$ cat config.mk
export PLATFORM = sky130hd
export DESIGN_NAME = fifo_rd_ctrl_flat
export DESIGN_NICKNAME = d
export VERILOG_FILES = /design/src/rtl/fifo_rd_ctrl_if.sv /design/src/rtl/fifo_rd_ctrl.sv /design/src/flat_wrapper.sv
export SDC_FILE = /design/constraint.sdc
export NUM_CORES = 1
export LEC_CHECK = 0
export CAP_MARGIN = 20
export CORE_AREA = 2 2 57 59
export DETAILED_ROUTE_END_ITERATION = 8
export DIE_AREA = 0 0 59 61
export PLACE_DENSITY_LB_ADDON = 0.15
export SYNTH_ARGS = -nofsm -noshare
export SYNTH_HDL_FRONTEND = slang
export SYNTH_SLANG_ARGS = --single-unit
$ cat constraint.sdc
create_clock -name rclk -period 3.2 [get_ports rclk]
set_clock_uncertainty 0.1 [all_clocks]
set_input_delay 0.64 -clock rclk [delete_from_list [all_inputs] [get_ports rclk]]
set_output_delay 0.64 -clock rclk [all_outputs]
set_load 0.01 [all_outputs]
$ cat src/rtl/fifo_rd_ctrl_if.sv
// Read-side bundle of the async FIFO: write-pointer input, memory read port,
// Gray read pointer back to the write domain, and the output word handshake.
//
// Handshake: dout is offered while dout_valid=1 and is taken on a rising rclk
// edge where dout_valid=1 and dout_ready=1; while dout_ready=0 the offered word
// and the read pointers stay put. dout_ready may be driven regardless of
// dout_valid, and dout_valid never depends combinationally on dout_ready.
interface fifo_rd_ctrl_if #(
  parameter int DATASIZE = 8,
  parameter int ADDRSIZE = 4
);
  logic [ADDRSIZE:0]   wptr;
  logic [DATASIZE-1:0] rdata;
  logic [ADDRSIZE-1:0] raddr;
  logic [ADDRSIZE:0]   rptr;
  logic                rempty;
  logic [DATASIZE-1:0] dout;
  logic                dout_valid;
  logic                dout_ready;
  logic [ADDRSIZE:0]   rcount;
  logic                state_dbg;

  // Controller side.
  modport master (
    input  wptr, rdata, dout_ready,
    output raddr, rptr, rempty, dout, dout_valid, rcount, state_dbg
  );

  // Memory / write domain / consumer side.
  modport slave (
    output wptr, rdata, dout_ready,
    input  raddr, rptr, rempty, dout, dout_valid, rcount, state_dbg
  );
endinterface

$ cat src/rtl/fifo_rd_ctrl.sv
// Read-domain controller of an asynchronous FIFO: synchronizes the Gray write
// pointer, keeps the binary/Gray read pointer, produces a registered empty flag
// and a one-word output register that streams one word per cycle.
module fifo_rd_ctrl #(
  parameter int DATASIZE = 8,
  parameter int ADDRSIZE = 4
) (
  input  logic           rclk,
  input  logic           rrst,
  fifo_rd_ctrl_if.master bus
);

  typedef enum logic {
    IDLE  = 1'b0,
    VALID = 1'b1
  } state_t;

  state_t              state;
  logic [ADDRSIZE:0]   rq1_wptr;
  logic [ADDRSIZE:0]   rq2_wptr;
  logic [ADDRSIZE:0]   rbin;
  logic [ADDRSIZE:0]   rbin_next;
  logic [ADDRSIZE:0]   rgray_next;
  logic [ADDRSIZE:0]   rptr_q;
  logic [ADDRSIZE:0]   wbin_sync;
  logic                rempty_q;
  logic                dout_valid_q;
  logic [DATASIZE-1:0] dout_q;
  logic                pop;

  // Gray to binary: each binary bit is the XOR of all Gray bits at or above it.
  function automatic logic [ADDRSIZE:0] gray2bin(input logic [ADDRSIZE:0] g);
    logic [ADDRSIZE:0] b;
    b[ADDRSIZE] = g[ADDRSIZE];
    for (int i = ADDRSIZE - 1; i >= 0; i--) begin
      b[i] = b[i+1] ^ g[i];
    end
    return b;
  endfunction

  // Two-flop synchronizer; only rq2_wptr is used by any logic below.
  always_ff @(posedge rclk or posedge rrst) begin
    if (rrst) begin
      rq1_wptr <= '0;
      rq2_wptr <= '0;
    end else begin
      rq1_wptr <= bus.wptr;
      rq2_wptr <= rq1_wptr;
    end
  end

  // A word leaves memory when one is available and the output register is
  // either empty or being emptied by the consumer this cycle.
  assign pop        = !rempty_q && (!dout_valid_q || bus.dout_ready);
  assign rbin_next  = rbin + {{ADDRSIZE{1'b0}}, pop};
  assign rgray_next = rbin_next ^ (rbin_next >> 1);

  // Read pointer and empty flag; empty looks ahead at rbin_next so the final
  // pop raises rempty in the same cycle and no pop can follow it.
  always_ff @(posedge rclk or posedge rrst) begin
    if (rrst) begin
      rbin     <= '0;
      rptr_q   <= '0;
      rempty_q <= 1'b1;
    end else begin
      rbin     <= rbin_next;
      rptr_q   <= rgray_next;
      rempty_q <= (rgray_next == rq2_wptr);
    end
  end

  // Output stage FSM: IDLE holds nothing, VALID offers dout to the consumer.
  always_ff @(posedge rclk or posedge rrst) begin
    if (rrst) begin
      state        <= IDLE;
      dout_valid_q <= 1'b0;
      dout_q       <= '0;
    end else begin
      case (state)
        IDLE: begin
          if (pop) begin
            state        <= VALID;
            dout_valid_q <= 1'b1;
            dout_q       <= bus.rdata;
          end
        end
        VALID: begin
          if (pop) begin
            dout_q <= bus.rdata;
          end else if (bus.dout_ready) begin
            state        <= IDLE;
            dout_valid_q <= 1'b0;
          end
        end
        default: begin
          state        <= IDLE;
          dout_valid_q <= 1'b0;
        end
      endcase
    end
  end

  // Occupancy as seen through the synchronized write pointer; a difference
  // of DEPTH (MSBs differ, low bits equal) is the legal full case.
  assign wbin_sync = gray2bin(rq2_wptr);

  assign bus.raddr      = rbin[ADDRSIZE-1:0];
  assign bus.rptr       = rptr_q;
  assign bus.rempty     = rempty_q;
  assign bus.dout       = dout_q;
  assign bus.dout_valid = dout_valid_q;
  assign bus.rcount     = wbin_sync - rbin;
  assign bus.state_dbg  = (state == VALID);

endmodule

$ cat src/flat_wrapper.sv
// flat-port wrapper written by rule: the top's interface ports become plain ports
module fifo_rd_ctrl_flat 
#(
  parameter int DATASIZE = 8,
  parameter int ADDRSIZE = 4
)
  (rclk, rrst, bus_wptr, bus_rdata, bus_dout_ready, bus_raddr, bus_rptr, bus_rempty, bus_dout, bus_dout_valid, bus_rcount, bus_state_dbg);
  fifo_rd_ctrl_if #(.DATASIZE(DATASIZE), .ADDRSIZE(ADDRSIZE)) bus_i ();
  input  logic rclk;
  input  logic rrst;
  input wire logic [$bits(bus_i.wptr)-1:0] bus_wptr;
  input wire logic [$bits(bus_i.rdata)-1:0] bus_rdata;
  input wire logic [$bits(bus_i.dout_ready)-1:0] bus_dout_ready;
  output wire logic [$bits(bus_i.raddr)-1:0] bus_raddr;
  output wire logic [$bits(bus_i.rptr)-1:0] bus_rptr;
  output wire logic [$bits(bus_i.rempty)-1:0] bus_rempty;
  output wire logic [$bits(bus_i.dout)-1:0] bus_dout;
  output wire logic [$bits(bus_i.dout_valid)-1:0] bus_dout_valid;
  output wire logic [$bits(bus_i.rcount)-1:0] bus_rcount;
  output wire logic [$bits(bus_i.state_dbg)-1:0] bus_state_dbg;
  assign bus_i.wptr = bus_wptr;
  assign bus_i.rdata = bus_rdata;
  assign bus_i.dout_ready = bus_dout_ready;
  assign bus_raddr = bus_i.raddr;
  assign bus_rptr = bus_i.rptr;
  assign bus_rempty = bus_i.rempty;
  assign bus_dout = bus_i.dout;
  assign bus_dout_valid = bus_i.dout_valid;
  assign bus_rcount = bus_i.rcount;
  assign bus_state_dbg = bus_i.state_dbg;
  fifo_rd_ctrl #(.DATASIZE(DATASIZE), .ADDRSIZE(ADDRSIZE)) u_core (.rclk(rclk), .rrst(rrst), .bus(bus_i));
endmodule
==> key figures <==
Clocking
  – H-Tree Depth: 2
  – CTS tree: built
  – CTS Buffer Depth: 2
  – Root Driver: clkbuf_4
  – Clock latency at the later pin of the worst-skew pair: between 300 and 400 ps
  – Num Clock Sinks: 30
  – Clk slew on worst S/H paths: 80 ps
  – CTS Buf Count: 5

Floorplan
  – Initial core utilization: between 40% and 50%
  – Die ar.: 3599 sq um
  – Total core area: 2953 sq um
  – Die width: 59 um
  – DIE HEIGHT: roughly 60 um
  – Io pins: between 40 and 50
  – Row cnt: 20

Routing
  – First-pass DRT Iterations: 2
  – Routed wire length: 2.502 mm
  – Routed WL per cell: 12.77 um
  – Vias per cell: 4.709
  – Detailed-route DRC error count: 0
  – Antenna Nets Post-Route: 0
  – DR vias: 923
  – Iteration-0 DRC Markers: 18

Yosys
  – Syn nets: 120
  – Cell Area, Synth: around 1300 sq um
  – EDFF count, synth: 0
  – Post-synthesis mux area share: 6.870%
  – Synth warnings: 0
  – Top FF cell, synth: dfrtp_1
  – Yosys top cell area share: 55.34%
  – Combinational family with the most area after synthesis: XOR/XNOR gates
  – Simple-gate portion of the synthesized area: about 4.4%
  – Synth area leader: dfrtp_1
  – Seq/Total Area, Yosys: 57.35%
  – Xor/xnor share of the synthesized area: between 15 and 20%
  – Yosys cell types: 23
  – Post-Synth Adder-Cell Area: under 10%
  – Synth async-reset ratio: 100.0%
  – Ranking of synthesized cells by area: dfrtp_1 55%, xnor2_1 9.4%, mux2_2 6.9%
  – Post-Syn Instances: 97
  – #FFs+latches synth: 30
  – Complex-gate fraction of the synthesized area: 4.771%
  – Mean Syn Cell Area: 13.52 sq um

Pwr
  – Int Pwr: 1.225 mW
  – Switching share of power: 36.04%
  – Seq pwr share: 31.8%
  – Psw: 0.6904 mW
  – Maximum vdd drop: 0.0004143 V
  – Clock power frac: 10.4%
  – Pwr dens: 984.0 nW/um^2
  – Leak: a little under 0.9 nW
  – Combinational Power Share: between 50 and 60%

Outcome
  – Failing checks: negative setup slack
  – Status: finished with violations

Final layout
  – Synth-to-layout area growth: 48.47%
  – Design Area, Final: 1947 sq um
  – Layout cells sized above 1: around 29%
  – # diodes: 0
  – Nets: 186
  – Non-filler cells, final: 196

Critical path
  – Critical Path End Type: output port
  – CP dominant cell by count: buf_4
  – WP buf/inv: 7
  – Slowest CP cell: dfrtp_1
  – Type of origin of the critical path: flop
  – CP max FO: 3
  – Largest stage delay, worst path: 420 ps
  – Arr. time, crit path: 2650 ps
  – Setup slack, reg-to-reg: 930 ps
  – WS Path Type: reg -> out
  – CP Cell Sequence: xor2_2 -> xnor2_2 -> buf_4 -> buf_4 -> buf_4 -> buf_4 -> buf_4 -> inv_1 -> ha_1 -> a21o_1 -> a21oi_2 -> xnor2_1 -> buf_2
  – Req. time, crit path: approximately 2500 ps
  – CP top delay family: buffers and inverters

Placed design
  – Placed Cells incl. Taps: 178
  – Hpwl dp: 1.846 mm
  – Cell Area, Placed: 1813 sq um
  – GPL Wtd Cong: about 0.78
  – Worst slack at placement: -234.8 ps
  – Input/output buffers: 40

STA
  – Slew at the pin closest to its max-slew limit: between 600 and 700 ps
  – Fmax: 294.7 MHz
  – Headroom to the max-slew limit: between 50% and 60%
  – Final Setup Violations: 2
  – Final Slew Violations: 0
  – Setup TNS: -371.7 ps
  – RSZ-0062 raised after global routing: true
  – Final period util: 106.0%
  – Setup ws final: -193.4 ps
  – Final Critical Period: around 3400 ps
  – Final count of hold timing violations: 0

Min path
  – Hold Crit Class: reg -> reg

GRT
  – GRT Resource Usage Total: 16.42%
  – Vias in the first global route: 952
  – GR Overflow Total: 0
  – Largest net degree at the start of global routing: 19
  – First-pass GRT wire length: 4.091 mm
  – Initial antenna violation count: 0

Flow run
  – Max-Cap Viols: 0
[path summary, 6_finish.rpt]
| path | start | endpoint | depth (start not counted) |
|---|---|---|---|
| max | u_core.rq2_wptr[4]$_DFF_PP0_ | bus_rcount[4] | 13 |
| min | u_core.rq1_wptr[2]$_DFF_PP0_ | u_core.rq2_wptr[2]$_DFF_PP0_ | 0 |
| max reg2reg | u_core.bus.rempty$_DFF_PP1_ | u_core.bus.rempty$_DFF_PP1_ | 7 |
| min reg2reg | u_core.rq1_wptr[2]$_DFF_PP0_ | u_core.rq2_wptr[2]$_DFF_PP0_ | 0 |
| max in group asynchronous | rrst | u_core.bus.rempty$_DFF_PP1_ | 3 |
| min in group asynchronous | rrst | u_core.bus.dout[6]$_DFFE_PP0P_ | 2 |
[power by group through the flow]
| stage | logic [mW] | clock network [mW] | registers [mW] |
|---|---|---|---|
| after global placement | 1.10 | 0 | 0.610 |
| after global routing | 1.21 | 0.224 | 0.630 |
| final | 1.11 | 0.199 | 0.610 |
| after detailed placement | 1.12 | 0 | 0.618 |
| after CTS | 1.11 | 0.208 | 0.613 |
| after floorplan | 0.565 | 0 | 0.658 |
[worst register-to-register path: stages (launching register included)]
cell      delay, ps
dfstp_2         570
a21oi_2          50
ha_1            220
ha_1            260
xnor2_2         240
xnor2_1         120
or3_1           370
a221oi_2        250
[synth_stat cells, types with 2 or more instances]
cell,n
ha_1,6
a21oi_1,2
inv_1,12
nand2_1,2
xnor2_1,14
nor2_1,2
xor2_1,5
nand3_1,2
mux2_2,8
dfrtp_1,29
a21o_1,3
[sequential cells by signal (all words and copies together), names as in the netlist]
signal	count
u_core.rq2_wptr	5
u_core.rbin	5
u_core.bus.rptr	4
u_core.rq1_wptr	5
u_core.bus.dout_valid	1
u_core.bus.rempty	1
u_core.bus.dout	8
u_core.bus.state_dbg	1
[layout by cell type, fill, tap and decap left out, drive strengths merged, types with 2 or more instances in the layout]
cell type / count
clkdlybuf4s50: 35
dfrtp: 29
buf: 23
xnor2: 15
inv: 13
mux2: 8
clkbuf: 7
ha: 6
xor2: 5
a21oi: 3
a21o: 3
nand3: 3
nand2: 2
nor2: 2
[cell type report]
class,instances,area (sq um)
Timing Repair Buffer,59,521.8
Inverter,13,48.80
Tap cell,33,41.29
Fill cell,252,1006
Multi-Input combinational cell,54,538.0
Sequential cell,30,752.0
Clock buffer,7,45.04
[logic make-up after synthesis]
logic type,Yosys count
buffers and inverters,13
flip-flops,30
adder cells (fa/ha/maj),7
AO/OA/AOI/OAI,8
multiplexers,8
AND/OR/NAND/NOR,10
XOR/XNOR,21
[layer usage]
layer  track usage (%)  vias to the layer above  wire length [um]
met5                 0                        -                 0
li1                  -                      443                 -
met4             10.71                        0                55
met2             28.10                       29              1332
met1             17.31                      446               964
met3             5.544                        5               150
[what timing repair did]
action,4_1_cts,5_1_grt
buffers inserted,11,1
hold buffers,0,0
gates resized for setup,21,2
pin swaps,11,5
endpoints found under the setup margin,4,4
gates cloned,0,0
[through the flow]
stage / hold WS, ps / utilization [%] / power, mW
2_1_floorplan: 231.2 / - / 1.224
3_3_place_gp: 231.6 / 61.40 / 1.710
3_5_place_dp: 234.7 / 61.40 / 1.734
4_1_cts: 244.0 / 65.17 / 1.928
5_1_grt: 260.5 / 65.93 / 2.066
6_report: 245.4 / 65.93 / 1.916
No activity file was read; power rests on OpenSTA's default activity.
